`config.mk`:
```
export PLATFORM = sky130hd
export DESIGN_NAME = qam4_demapper
export DESIGN_NICKNAME = d
export VERILOG_FILES = /design/src/rtl/qam4_demapper.sv
export SDC_FILE = /design/constraint.sdc
export NUM_CORES = 1
export LEC_CHECK = 0
export ABC_AREA = 0
export CORE_MARGIN = 4
export CORE_UTILIZATION = 47
export CTS_BUF_LIST = sky130_fd_sc_hd__clkbuf_4 sky130_fd_sc_hd__clkbuf_8
export DETAILED_ROUTE_END_ITERATION = 7
export PLACE_DENSITY = 0.92
export SYNTH_ARGS = -nofsm -noshare
export SYNTH_HDL_FRONTEND = slang
export SYNTH_SLANG_ARGS = --single-unit
```
`constraint.sdc`:
```
create_clock -name i_clk -period 2.36 [get_ports i_clk]
set_input_delay 0.236 -clock i_clk [delete_from_list [all_inputs] [get_ports i_clk]]
set_output_delay 0.236 -clock i_clk [all_outputs]
set_load 0.02 [all_outputs]
```
`src/rtl/qam4_demapper.sv`:
```
// QPSK (4-QAM) hard-decision demapper: packs four 2-bit symbols per byte with frame tracking.
// Optional frame error accumulator enabled by the QAM4_DEMAP_ERR_EN macro.
module qam4_demapper #(
   parameter int WORD_SIZE = 16,
   parameter int FRAME_LEN = 16
) (
   input  logic                        i_clk,
   input  logic                        i_rst,
   input  logic                        i_valid,
   output logic                        o_ready,
   input  logic signed [WORD_SIZE-1:0] i_re,
   input  logic signed [WORD_SIZE-1:0] i_im,
   input  logic                        i_sof,
   output logic [7:0]                  o_byte,
   output logic                        o_byte_valid,
   input  logic                        i_byte_ready,
   output logic                        o_frame_done
`ifdef QAM4_DEMAP_ERR_EN
   ,
   output logic [WORD_SIZE+5:0]        o_err_acc
`endif
);

   localparam int              FCW        = (FRAME_LEN > 2) ? $clog2(FRAME_LEN) : 1;
   localparam logic [FCW-1:0]  FRAME_LAST = FCW'(FRAME_LEN - 1);
   localparam logic [FCW-1:0]  FRAME_ONE  = {{(FCW-1){1'b0}}, 1'b1};

   // HOLD means a byte is pending in o_byte
   typedef enum logic [1:0] {
      IDLE    = 2'd0,
      COLLECT = 2'd1,
      HOLD    = 2'd2
   } state_t;

   state_t         state;
   state_t         state_next;
   logic           accept;
   logic [1:0]     sym;
   logic [1:0]     sym_idx;
   logic [FCW-1:0] frame_idx;
   logic           complete;
   logic           frame_end;
   logic [1:0]     sym_cnt;
   logic [FCW-1:0] frame_cnt;
   logic [5:0]     pack;

   assign o_ready = ~(o_byte_valid & ~i_byte_ready);

   // Sign-bit decision and position of the incoming symbol (sof restarts the frame)
   always_comb begin
      accept    = i_valid & o_ready;
      sym       = {i_re[WORD_SIZE-1], i_re[WORD_SIZE-1] ^ i_im[WORD_SIZE-1]};
      sym_idx   = i_sof ? 2'd0 : sym_cnt;
      frame_idx = i_sof ? {FCW{1'b0}} : frame_cnt;
      complete  = accept & (sym_idx == 2'd3);
      frame_end = complete & (frame_idx == FRAME_LAST);
   end

   // Next-state logic of the packing FSM
   always_comb begin
      state_next = state;
      case (state)
         IDLE: begin
            if (complete)    state_next = HOLD;
            else if (accept) state_next = COLLECT;
            else             state_next = IDLE;
         end
         COLLECT: begin
            if (complete) state_next = HOLD;
            else          state_next = COLLECT;
         end
         HOLD: begin
            if (complete)          state_next = HOLD;
            else if (accept)       state_next = COLLECT;
            else if (i_byte_ready) state_next = IDLE;
            else                   state_next = HOLD;
         end
         default: state_next = IDLE;
      endcase
   end

   // State register and registered handshake outputs
   always_ff @(posedge i_clk or posedge i_rst) begin
      if (i_rst) begin
         state        <= IDLE;
         o_byte_valid <= 1'b0;
         o_frame_done <= 1'b0;
      end else begin
         state        <= state_next;
         o_byte_valid <= (state_next == HOLD);
         o_frame_done <= frame_end;
      end
   end

   // Symbol/frame counters, packing register and output byte
   always_ff @(posedge i_clk or posedge i_rst) begin
      if (i_rst) begin
         sym_cnt   <= 2'd0;
         frame_cnt <= {FCW{1'b0}};
         pack      <= 6'd0;
         o_byte    <= 8'd0;
      end else if (accept) begin
         sym_cnt   <= sym_idx + 2'd1;
         frame_cnt <= (frame_idx == FRAME_LAST) ? {FCW{1'b0}} : frame_idx + FRAME_ONE;
         case (sym_idx)
            2'd0:    pack      <= {4'd0, sym};
            2'd1:    pack[3:2] <= sym;
            2'd2:    pack[5:4] <= sym;
            default: begin
               pack   <= 6'd0;
               o_byte <= {sym, pack};
            end
         endcase
      end else begin
         pack <= pack;
      end
   end

`ifdef QAM4_DEMAP_ERR_EN
   localparam logic [WORD_SIZE-2:0] REF_I = (WORD_SIZE-1)'(10'd362);
   localparam logic [WORD_SIZE-2:0] REF_Q = (WORD_SIZE-1)'(8'd201);

   // Magnitude; the most negative value saturates to the largest positive one
   function automatic logic [WORD_SIZE-2:0] mag_sat(input logic [WORD_SIZE-1:0] v);
      logic [WORD_SIZE-1:0] n;
      n = v[WORD_SIZE-1] ? (~v + {{(WORD_SIZE-1){1'b0}}, 1'b1}) : v;
      if (n[WORD_SIZE-1]) return {(WORD_SIZE-1){1'b1}};
      else                return n[WORD_SIZE-2:0];
   endfunction

   function automatic logic [WORD_SIZE-2:0] dist(input logic [WORD_SIZE-2:0] a,
                                                 input logic [WORD_SIZE-2:0] b);
      if (a >= b) return a - b;
      else        return b - a;
   endfunction

   logic [WORD_SIZE-1:0] sym_err;
   logic [WORD_SIZE+5:0] acc;
   logic [WORD_SIZE+5:0] acc_base;
   logic [WORD_SIZE+6:0] acc_sum;
   logic [WORD_SIZE+5:0] acc_next;

   // Per-symbol distance to the ideal point, summed with saturation
   always_comb begin
      sym_err  = {1'b0, dist(mag_sat(i_re), REF_I)} + {1'b0, dist(mag_sat(i_im), REF_Q)};
      acc_base = (frame_idx == {FCW{1'b0}}) ? {(WORD_SIZE+6){1'b0}} : acc;
      acc_sum  = {1'b0, acc_base} + {7'd0, sym_err};
      acc_next = acc_sum[WORD_SIZE+6] ? {(WORD_SIZE+6){1'b1}} : acc_sum[WORD_SIZE+5:0];
   end

   // Running frame error and its snapshot published with o_frame_done
   always_ff @(posedge i_clk or posedge i_rst) begin
      if (i_rst) begin
         acc       <= {(WORD_SIZE+6){1'b0}};
         o_err_acc <= {(WORD_SIZE+6){1'b0}};
      end else begin
         if (accept)    acc       <= acc_next;
         else           acc       <= acc;
         if (frame_end) o_err_acc <= acc_next;
         else           o_err_acc <= o_err_acc;
      end
   end
`endif

endmodule

```
After elaboration in Yosys (flattened, before gate mapping)
Index checks and enable logic that the tools add are counted.

word-level totals
  register bits after elaboration = 24
  bits of input ports = 37
  logic and storage cells = 50

operators by class
  add/sub/neg operators = 2
  eq/ne operators = 7
  muxes and demuxes = 13
  bitwise gates (word level) = 11
  reduce and logical (&&, ||, !) cells = 8

operators with widths
  kind                                                              count
  2-bit two-way mux                                                 6
  2-bit case mux with 2 select lines                                3
  2-bit == test (second input constant)                             4
  4-bit two-way mux                                                 2
  2-bit AND reduction                                               4
  1-bit inverter                                                    6
  2-bit case mux with 3 select lines                                1
  4-bit by 1-bit adder with 4-bit output (second input constant)    1
  1-bit bitwise AND                                                 4
  2-bit by 1-bit == test with 1-bit output (second input constant)  2
  4-bit == test (second input constant)                             1
  2-bit zero test                                                   2
  3-bit OR reduction                                                1
  2-bit by 1-bit adder with 2-bit output (second input constant)    1
  2-bit OR reduction                                                1
  1-bit two-way mux                                                 1
  1-bit XOR                                                         1

Depth between registers and ports, before layout
  word-level depth = 8
  mapped depth = 7
  depth with buffers taken out = 6

Worst setup path before layout
Ideal clock, no wire load.

  kind = input port to flip-flop
  start point = input port i_sof
  end point = register o_byte[0]
  setup time = 125 ps
  data arrival time = 1322 ps
  data required time = 2235 ps
  setup slack = 913 ps
  cell stages on the path = 6
  buffers on the path = 2
  cells stage by stage = buf_2 -> nor2b_1 -> ha_1 -> nand3_4 -> buf_6 -> mux2_4

between the ends
  longest elaborated chain between the ends = 5
  elaborated cells between the ends (all ways) = 7
  those cells by class = 2 x eq/ne; 1 x mux; 1 x bitwise; 3 x reduce/logical

ends and longest elaborated chain
  item                                   RTL line  RTL
  start: declaration                     13        input logic i_sof,
  2-bit two-way mux *                    53        sym_idx = i_sof ? 2'd0 : sym_cnt;
  2-bit == test (tied with other cells)  105       case (sym_idx)
  3-bit OR reduction (no line) *         n/a
  1-bit inverter (no line) *             n/a
  2-bit AND reduction (no line) *        n/a
  end signal: assignment                 111       o_byte <= {sym, pack};
  end: declaration                       14        output logic [7:0] o_byte,

Mark *: on every way between the ends. The rest lies on a longest branch, timed or not.
A chain may end at the register's enable or synchronous reset.

Worst setup path in the final report
  start point = register o_byte_valid
  end point = output port o_ready

between the ends
  longest elaborated chain between the ends = 2

ends and longest elaborated chain
  item                      RTL line  RTL
  start: declaration        15        output logic o_byte_valid,
  start signal: assignment  90        o_byte_valid <= (state_next == HOLD);
  1-bit bitwise AND         47        assign o_ready = ~(o_byte_valid & ~i_byte_ready);
  1-bit inverter            47
  end: declaration          10        output logic o_ready,

No other way between the ends.

==> key figures <==
Clocking
  – # hold bufs at CTS: 0
  – Clk Latency, worst-skew pair: 0.30 ns
  – TritonCTS buffer count: 3
  – H-tree Lvls: 1
  – Reg clk slew, reported paths: 0.12 ns
  – Number of clock sinks: 24
  – Root buffer cell: clkbuf_4
  – Total setup buffers inserted after CTS: 0
  – Largest buffer count on any clock path: 2
  – CTS tree: done
  – # resized after CTS: 0

Pwr
  – Leakage power: between 0.6 and 0.7 nW
  – Worst VDD drop: 0.0004200 V
  – Power density cells: 805.0 nW/um^2

Route
  – Antenna-violating nets left: 0
  – DR vias: 796
  – DRC: 0
  – Via density: between 5 and 6
  – Initial DRT Pass Iterations: 4
  – Routed length per instance: approximately 14 um
  – Initial DRC count: 20
  – Final wirelength: 2019 um

Worst setup path
  – CP Class: reg -> out
  – Bufs and invs on worst path: 2
  – Critical Path Fanout Max: 11
  – WP data required: around 2.1 ns
  – CP Cell Sequence: nor2b_4 -> inv_4 -> clkdlybuf4s50_1
  – CP top delay family: buffers and inverters
  – CP max stage delay: between 0.5 and 0.6 ns
  – Critical path launch point type: register
  – Arr. time, crit path: between 1.5 and 2 ns
  – CP endpoint kind: output pin
  – Critical-path top delay cell: clkdlybuf4s50_1

STA
  – Fmax: 0.5369 GHz
  – Clock skew: roughly 0.0018 ns
  – Hold WS: 0.2561 ns
  – Slew of the pin with the lowest slew margin: about 0.37 ns
  – Crit path time final: 1.863 ns
  – Fin. max-slew vios: 0
  – Final period utilization: roughly four fifths
  – RSZ-0062 raised after global routing: no
  – Final setup margin: ~0.50 ns
  – Setup violators final: 0
  – Endpoints failing hold: 0
  – Slew margin rel.: between 70 and 80%
  – Setup TNS: 0 ns

Logic synthesis
  – Post-synth EDFFs: 0
  – Syn nets: between 100 and 150
  – Mapped cell area: around 1200 um^2
  – Top cell type's share of synthesized area: 50.96%
  – Post-Synthesis Cells: about 100
  – Yosys reg bits: 24
  – Seq/Total Area, Yosys: roughly 51%
  – Top cells by area, synth: dfrtp_1 51%, mux2_4 7.6%, ha_1 5.3%
  – Yosys warning count: 0
  – Syn avg cell area: approximately 12 um^2
  – Area leader, netlist: dfrtp_1
  – Synth Flop Type: dfrtp_1
  – Distinct cells, synth: 31
  – Async set-or-reset flop fraction in the synthesized netlist: 100.0%

Floorplanning
  – Full die area: 3373 um^2
  – Core area: 2297 um^2
  – Die W: between 50 and 60 um
  – Die H: just under 60 um
  – Ports: between 40 and 50
  – # rows: 17
  – Initial Util: between 50 and 60%

Run
  – Max-cap viol count: 0

Global routing
  – Vias in the first global route: around 820
  – GR Util All Layers: ~14%
  – Largest net degree at the start of global routing: 25
  – Remaining global-route overflow: 0
  – Global-route wire length before repair: ~3600 um
  – Antenna violations before repair: 0

Status
  – Status: complete, no violations

Placed design
  – Detailed placement HPWL: between 1500 and 2000 um
  – Post-Place Setup Slack: 0.2944 ns
  – # port buffers: 17
  – Area of placed instances: between 1000 and 1500 um^2
  – RePlAce Congestion: around 0.76
  – # placed instances: 143

Finish
  – Area growth from synthesis to layout: 17.52%
  – Register area: roughly 600 um^2
  – Area occupied by multi-input gates: approximately 520 um^2
  – Fillers: 204
  – Layout cell share with drive strength beyond 1: about 15%
  – Ant. Diodes: 0
  – Final std cells w/o fill: roughly 150
  – Final Cell Area: roughly 1400 um^2
  – Fin nets: 162

Min path
  – Hold crit path type: in -> async
==> Yosys cell counts, drive strengths merged (3+ instances only) <==
master / count
inv: 7
o31ai: 6
mux2: 10
nand2b: 3
nor2b: 5
nand2: 8
o21ai: 9
ha: 5
dfrtp: 24
buf: 4
==> cell type report <==
type                       instances  area share, %
clock buffer                       3          1.626
inverter                           7          2.078
multi-input combinational         66          37.58
sequential                        24          43.36
tap                               28          2.529
timing repair buffer              18          12.83
==> through the flow <==
step	total power [mW]	util (%)
finish	1.115	60.29
global placement	0.9369	59.31
floorplan	0.8082	-
detailed placement	0.9581	59.31
global route	1.192	60.29
CTS	1.131	60.29
==> registers in the layout, summed over array words and instances (netlist names) <==
register and flops:
sym_cnt 2, frame_cnt 4, o_byte 8, state 2, o_frame_done 1, pack 6, o_byte_valid 1
==> metal layers <==
metal	vias to the layer above	wire length [um]	GRT usage, %
met3	4	60	2.004
met4	0	46	7.947
met5	-	0	0
li1	389	-	-
met2	16	977	23.55
met1	387	934	16.81
==> kinds of logic after synthesis <==
family / Yosys count / share of synthesized area, %
and+or+nand+nor: 25 / 12.74
adders and majority gates: 5 / 5.308
AOI/OAI and AO/OA: 24 / 13.06
muxes: 11 / 12.31
xor gates and xnor gates: 1 / 0.7432
DFF: 24 / 50.96
buffers and inverters: 11 / 4.884
==> power by group <==
part	internal [mW]	switching [mW]	total [mW]
registers	0.509	0.0602	0.570
clock network	0.0596	0.112	0.172
logic	0.203	0.171	0.374
total	0.772	0.343	1.12
==> worst min-delay path, stage by stage <==
cell and delay [ns]:
clkdlybuf4s50_1 0.39, inv_1 0.05, buf_4 0.28
==> cell usage in the layout (no fill, tap or decap) <==
cell type / Yosys / routed
dfrtp_1: 24 / 24
clkdlybuf4s50_1: 0 / 17
o21ai_0: 9 / 9
nand2_1: 7 / 7
inv_1: 6 / 6
mux2_4: 6 / 6
o31ai_1: 6 / 6
ha_1: 5 / 5
nor2b_1: 4 / 4
mux2_2: 4 / 4
nand2b_1: 3 / 3
clkbuf_4: 0 / 3
a31oi_1: 2 / 2
o211ai_1: 2 / 2
a22oi_1: 2 / 2
nor2_1: 2 / 2
nor3_1: 2 / 2
nor2b_4: 1 / 1
inv_4: 1 / 1
mux2i_1: 1 / 1
nand2_2: 1 / 1
nand3_4: 1 / 1
xor2_1: 1 / 1
o21a_1: 1 / 1
nand3_1: 1 / 1
a2111oi_0: 1 / 1
a21oi_1: 1 / 1
and3_1: 1 / 1
nand3b_1: 1 / 1
nand4_1: 1 / 1
buf_4: 1 / 1
==> final timing paths <==
| kind | from | endpoint | slack (ns) | depth (start not counted) |
|---|---|---|---|---|
| worst max register to register | sym_cnt[0]$_DFFE_PP0P_ | pack[2]$_DFFE_PP0P_ | 0.83 | 6 |
| worst min-delay path | i_rst | o_byte[1]$_DFFE_PP0P_ | 0.26 | 3 |
| worst max-delay path | o_byte_valid$_DFF_PP0_ | o_ready | 0.50 | 3 |
| max in group asynchronous | i_rst | sym_cnt[1]$_DFFE_PP0P_ | 1.88 | 3 |
| min in group i_clk | sym_cnt[1]$_DFFE_PP0P_ | sym_cnt[1]$_DFFE_PP0P_ | 0.51 | 1 |
| worst min register to register | sym_cnt[1]$_DFFE_PP0P_ | sym_cnt[1]$_DFFE_PP0P_ | 0.51 | 1 |
(Power assumes the default switching activity.)
